===== src/rtl/mul_shift_add_32_bit.sv =====
// Iterative 32x32 unsigned shift-add multiplier with a 64-bit product.
// One multiplier bit is retired per clock through a 32-bit ripple-carry adder.
// The adder's carry-out feeds the top of the shifting partial product.
// A start/in_ready handshake accepts operands.
// A result_valid/result_ready handshake returns the result.

// 32-bit ripple-carry adder.
// This is the ALU adder datapath that the multiplier borrows every cycle.
module add_rca_32_bit (
    input  logic [31:0] X,
    input  logic [31:0] Y,
    input  logic        ci,
    output logic [31:0] sum,
    output logic        co
);

    logic [32:0] carry;

    // Ripple the carry from bit 0 upward, one full adder per bit
    always_comb begin
        carry    = '0;
        sum      = '0;
        carry[0] = ci;
        for (int i = 0; i < 32; i++) begin
            sum[i]       = X[i] ^ Y[i] ^ carry[i];
            carry[i + 1] = (X[i] & Y[i]) | (X[i] & carry[i]) | (Y[i] & carry[i]);
        end
        co = carry[32];
    end

endmodule

// Multi-cycle multiplier wrapped around a single add_rca_32_bit instance
module mul_shift_add_32_bit #(
    parameter int WIDTH = 32
) (
    input  logic                 clk,
    input  logic                 rstb,
    input  logic                 start,
    input  logic [WIDTH-1:0]     a,
    input  logic [WIDTH-1:0]     b,
    output logic                 in_ready,
    output logic                 busy,
    output logic                 result_valid,
    input  logic                 result_ready,
    output logic [2*WIDTH-1:0]   product,
    output logic                 hi_nonzero
);

    // The adder instance is hard-wired to 32 bits, so no other width can work
    if (WIDTH != 32) begin : g_width_check
        $error("mul_shift_add_32_bit: WIDTH must be 32");
    end

    typedef enum logic [1:0] {
        IDLE = 2'd0,
        BUSY = 2'd1,
        DONE = 2'd2
    } state_t;

    state_t              state;
    logic [2*WIDTH-1:0]  p_reg;
    logic [WIDTH-1:0]    mcand;
    logic [4:0]          count;

    logic [WIDTH-1:0]    add_x;
    logic [WIDTH-1:0]    add_y;
    logic [WIDTH-1:0]    add_sum;
    logic                add_co;
    logic [2*WIDTH-1:0]  next_p;

    // Adder operands come from the upper half of the partial product.
    // The current multiplier LSB gates whether the multiplicand is added.
    always_comb begin
        add_x  = p_reg[2*WIDTH-1:WIDTH];
        add_y  = p_reg[0] ? mcand : '0;
        next_p = {add_co, add_sum, p_reg[WIDTH-1:1]};
    end

    add_rca_32_bit u_adder (
        .X   (add_x),
        .Y   (add_y),
        .ci  (1'b0),
        .sum (add_sum),
        .co  (add_co)
    );

    // Partial product is exposed directly. During BUSY it is only meaningful
    // when qualified by result_valid.
    assign product = p_reg;

    // Control FSM and datapath registers.
    // Handshake outputs are registered alongside the state so they always
    // decode the current state.
    always_ff @(posedge clk or negedge rstb) begin
        if (!rstb) begin
            state        <= IDLE;
            p_reg        <= '0;
            mcand        <= '0;
            count        <= '0;
            hi_nonzero   <= 1'b0;
            in_ready     <= 1'b1;
            busy         <= 1'b0;
            result_valid <= 1'b0;
        end else begin
            case (state)
                IDLE: begin
                    if (start) begin
                        mcand        <= a;
                        p_reg        <= {{WIDTH{1'b0}}, b};
                        count        <= '0;
                        state        <= BUSY;
                        in_ready     <= 1'b0;
                        busy         <= 1'b1;
                        result_valid <= 1'b0;
                    end
                end
                BUSY: begin
                    p_reg <= next_p;
                    count <= count + 5'd1;
                    if (count == 5'd31) begin
                        hi_nonzero   <= |next_p[2*WIDTH-1:WIDTH];
                        state        <= DONE;
                        in_ready     <= 1'b0;
                        busy         <= 1'b0;
                        result_valid <= 1'b1;
                    end
                end
                DONE: begin
                    if (result_ready) begin
                        state        <= IDLE;
                        in_ready     <= 1'b1;
                        busy         <= 1'b0;
                        result_valid <= 1'b0;
                    end
                end
                default: begin
                    state        <= IDLE;
                    in_ready     <= 1'b1;
                    busy         <= 1'b0;
                    result_valid <= 1'b0;
                end
            endcase
        end
    end

endmodule


===== config.mk =====
export PLATFORM = sky130hd
export DESIGN_NAME = mul_shift_add_32_bit
export DESIGN_NICKNAME = d
export VERILOG_FILES = /design/src/rtl/mul_shift_add_32_bit.sv
export SDC_FILE = /design/constraint.sdc
export NUM_CORES = 1
export LEC_CHECK = 0
export ABC_AREA = 0
export BUFFER_PORTS_ARGS = -buffer_cell sky130_fd_sc_hd__buf_4
export CAP_MARGIN = 20
export CORE_MARGIN = 2
export CORE_UTILIZATION = 45
export DETAILED_ROUTE_END_ITERATION = 6
export GPL_TIMING_DRIVEN = 0
export PLACE_DENSITY_LB_ADDON = 0.1
export SLEW_MARGIN = 20
export SYNTH_ARGS = -nofsm -noshare
export SYNTH_HDL_FRONTEND = slang
export SYNTH_SLANG_ARGS = --single-unit

===== constraint.sdc =====
create_clock -name clk -period 12.7 [get_ports clk]
set_input_delay 2.54 -clock clk [delete_from_list [all_inputs] [get_ports clk]]
set_output_delay 2.54 -clock clk [all_outputs]
set_load 0.01 [all_outputs]

==> flow_summary.toml <==
[global_route]
first_global_vias = 4056
antenna_found_initial = 0
globalRoute.totalOverflow = 0
grtUsageTotal_pct = 21.0
grt_max_degree = 106
grt_pass1_wl_um = 20700

[timing]
finalHoldViolCount = 0
final_max_slew_viol_count = 0
setup_viol = 1
max_slew.worst_pin.slew_ps = 967
fin_hold_ws_ps = 501
finalWorstSetupSlack_ps = -164
fmax_mhz = 77.7
min_period_ps = 12860
min_period_over_period_pct = 101
tns_ps = -164
relSlewSlack_pct = 35.5
grt_setup_unrepaired = "true"
fin_worst_skew_ps = 8.30

[die]
core_area_mm2 = 0.0114
die_w_um = 112
die-area_mm2 = 0.0125
num_rows = 39
initial_core_util_pct = 45.9
io-pin-count = 136
die_y_um = 112

[cells_and_area]
nFillCells = 979
area_delta_synth_final_pct = 30.4
drive_gt1_share_pct = 39.6
nets = 706
num_antenna_cells = 0
final-instance-count-excl-fill = 751

[synthesis]
synth_cells = 457
synth_ff_type = "dfrtp_1"
synth_area_mm2 = 0.00522
synth_seq_area_share_pct = 50.3
yosys_register_bits = 105
avgSynthCellArea_um2 = 11.4
yosys_warnings = 0
synth_cell_types = 36
synthArstFlopShare_pct = 100
synth_edf_count = 0
synth_nets = 559

[power]
p_leak_nw = 3.24
ir_drop_mv = 0.131
p_per_area_mw_per_mm2 = 274

[min_path]
hold_path_depth = 1
hold_path.class = "reg -> reg"

[routing]
final_antenna_net_count = 0
vias = 3826
drt-pass1-iter-count = 4
totalWireLength_um = 12300
drt-initial-drc-count = 138
viasPerCell = 5.09
routedWlPerCell_um = 16.3
drc = 0

[outcome]
violations = "setup timing"
status = "complete, but fails checks"

[setup_path]
critPathKind = "reg -> reg"
r2r_cells = 42
endpoint_kind = "register"
start_kind = "register"
cp_slowest_stage_delay_ps = 510
crit_top_cell = "fa_2"
crit_fanout = 3
crit_slowest_cell = "or4b_4"
endpoint = "hi_nonzero"
cp.arrival_ps = 13060
crit_start = "product[0]"
worst_r2r_endpoint = "hi_nonzero"
critical_path_required_ps = 12900
worstReg2RegStart = "product[0]"
reg2reg_slack_ps = -160

[cts]
clk_latency_ps = 350
clockRootBuffer = "clkbuf_16"
clock-sinks = 105
cts_hold_buf = 0
cts_buffers = 9
cts_tree = "built"
clock_path_buffers = 2
clk_pin_slew_ps = 70
htreeDepth = 3

[flow_run]
drv_cap = 0

[place]
hpwlAfterDp_um = 8940
finalWeightedCongestion = 0.779
io_buffers = 135
place_inst = 735
==> power breakdown <==
group | total, mW | switching, mW | internal (mW)
logic | 0.960 | 0.476 | 0.484
registers | 0.638 | 0.124 | 0.514
clock network | 0.266 | 0.119 | 0.147
==> metrics by stage <==
step / setup WS, ps / cell area (um^2) / utilization, % / power [mW]
final: -164 / 6810 / 59.9 / 1.86
after global routing: -522 / 6810 / 59.9 / 2.03
after CTS: -228 / 6790 / 59.8 / 1.88
after detailed placement: -693 / 6480 / 57.0 / 1.59
after global placement: -605 / 6480 / 57.0 / 1.55
after floorplan: 18.3 / 5290 / - / 1.21
==> logic make-up after synthesis <==
kind of cell	share of synthesized area (%)
simple gates	9.44
flops	50.3
compound gates	8.10
mux	13.2
buf+inv	6.16
fa+ha+maj	12.6
xor+xnor	0.168
==> layout by cell type (no fill, tap or decap), types with 2 or more instances in the layout <==
cell type	synthesis	final
o21bai_1	2	2
o21ai_1	29	29
ha_1	3	3
nand4_1	6	6
and2_1	4	3
fa_2	0	28
a21oi_1	3	3
clkbuf_16	0	9
o21ai_0	34	34
inv_1	37	34
buf_12	3	3
a22o_1	5	5
clkbuf_8	0	3
fa_1	31	3
clkbuf_1	7	6
dfrtp_1	104	103
nand2_1	93	93
buf_2	7	7
mux2_1	2	2
mux2i_1	33	33
buf_6	1	2
inv_2	0	3
buf_4	6	141
mux2_2	30	30
clkinv_2	0	3
==> cell usage after synthesis (2+ instances only) <==
library cell | instances | area share, %
a22o_1 | 5 | 0.84
mux2_2 | 30 | 6.5
clkbuf_1 | 7 | 0.50
dfrtp_1 | 104 | 50
o21bai_1 | 2 | 0.29
fa_1 | 31 | 12
nand4_1 | 6 | 0.72
inv_1 | 37 | 2.7
buf_2 | 7 | 0.67
nor4_1 | 2 | 0.24
o21ai_1 | 29 | 2.8
nand2_1 | 93 | 6.7
mux2i_1 | 33 | 6.3
a21oi_1 | 3 | 0.29
o21ai_0 | 34 | 3.3
buf_4 | 6 | 0.86
mux2_1 | 2 | 0.43
ha_1 | 3 | 0.72
and2_1 | 4 | 0.48
buf_12 | 3 | 1.1
==> repair_timing <==
action / in CTS / in global routing
endpoints found under the hold margin: 0 / 0
buffers inserted: 1 / 0
setup endpoints to repair: 2 / 1
pin swaps: 0 / 1
resized for setup: 11 / 3
==> state kept, by name, summed over array words and instances (netlist names) <==
name	count
result_valid	1
in_ready	1
count	5
state	1
product	64
mcand	32
hi_nonzero	1
==> worst max-delay path: cells and delay by family, from the launching register on <==
| family | cells | cell delay (ps) |
|---|---|---|
| fa+ha+maj | 32 | 11010 |
| simple gates | 3 | 800 |
| flops | 1 | 370 |
| buf+inv | 6 | 350 |
| compound gates | 1 | 140 |
==> how the worst min path moves through the flow <==
stage              start        end  slack [ps]
6_report       mcand[25]  mcand[25]         500
5_1_grt        mcand[15]  mcand[15]         530
4_1_cts         mcand[2]   mcand[2]         500
3_5_place_dp    mcand[2]   mcand[2]         490
3_3_place_gp   mcand[25]  mcand[25]         480
2_1_floorplan  mcand[25]  mcand[25]         460
==> per-layer routing <==
layer	vias up	global-route usage, %	wire length, um
met4	0	6.67	180
met3	13	4.74	712
met1	1900	29.3	5600
met2	112	32.9	5770
met5	-	0	0
li1	1801	-	-
==> layout make-up <==
cell class | instances | area, um^2 | area share (%)
buffer | 25 | 186 | 2.74
clock buffer | 12 | 267 | 3.91
clock inverter | 3 | 15.0 | 0.220
inverter | 37 | 139 | 2.04
multi-input combinational | 290 | 2370 | 34.8
sequential | 105 | 2630 | 38.6
tap | 143 | 179 | 2.63
timing repair buffer | 136 | 1020 | 15.0
Power figures use the tool's default switching activity.
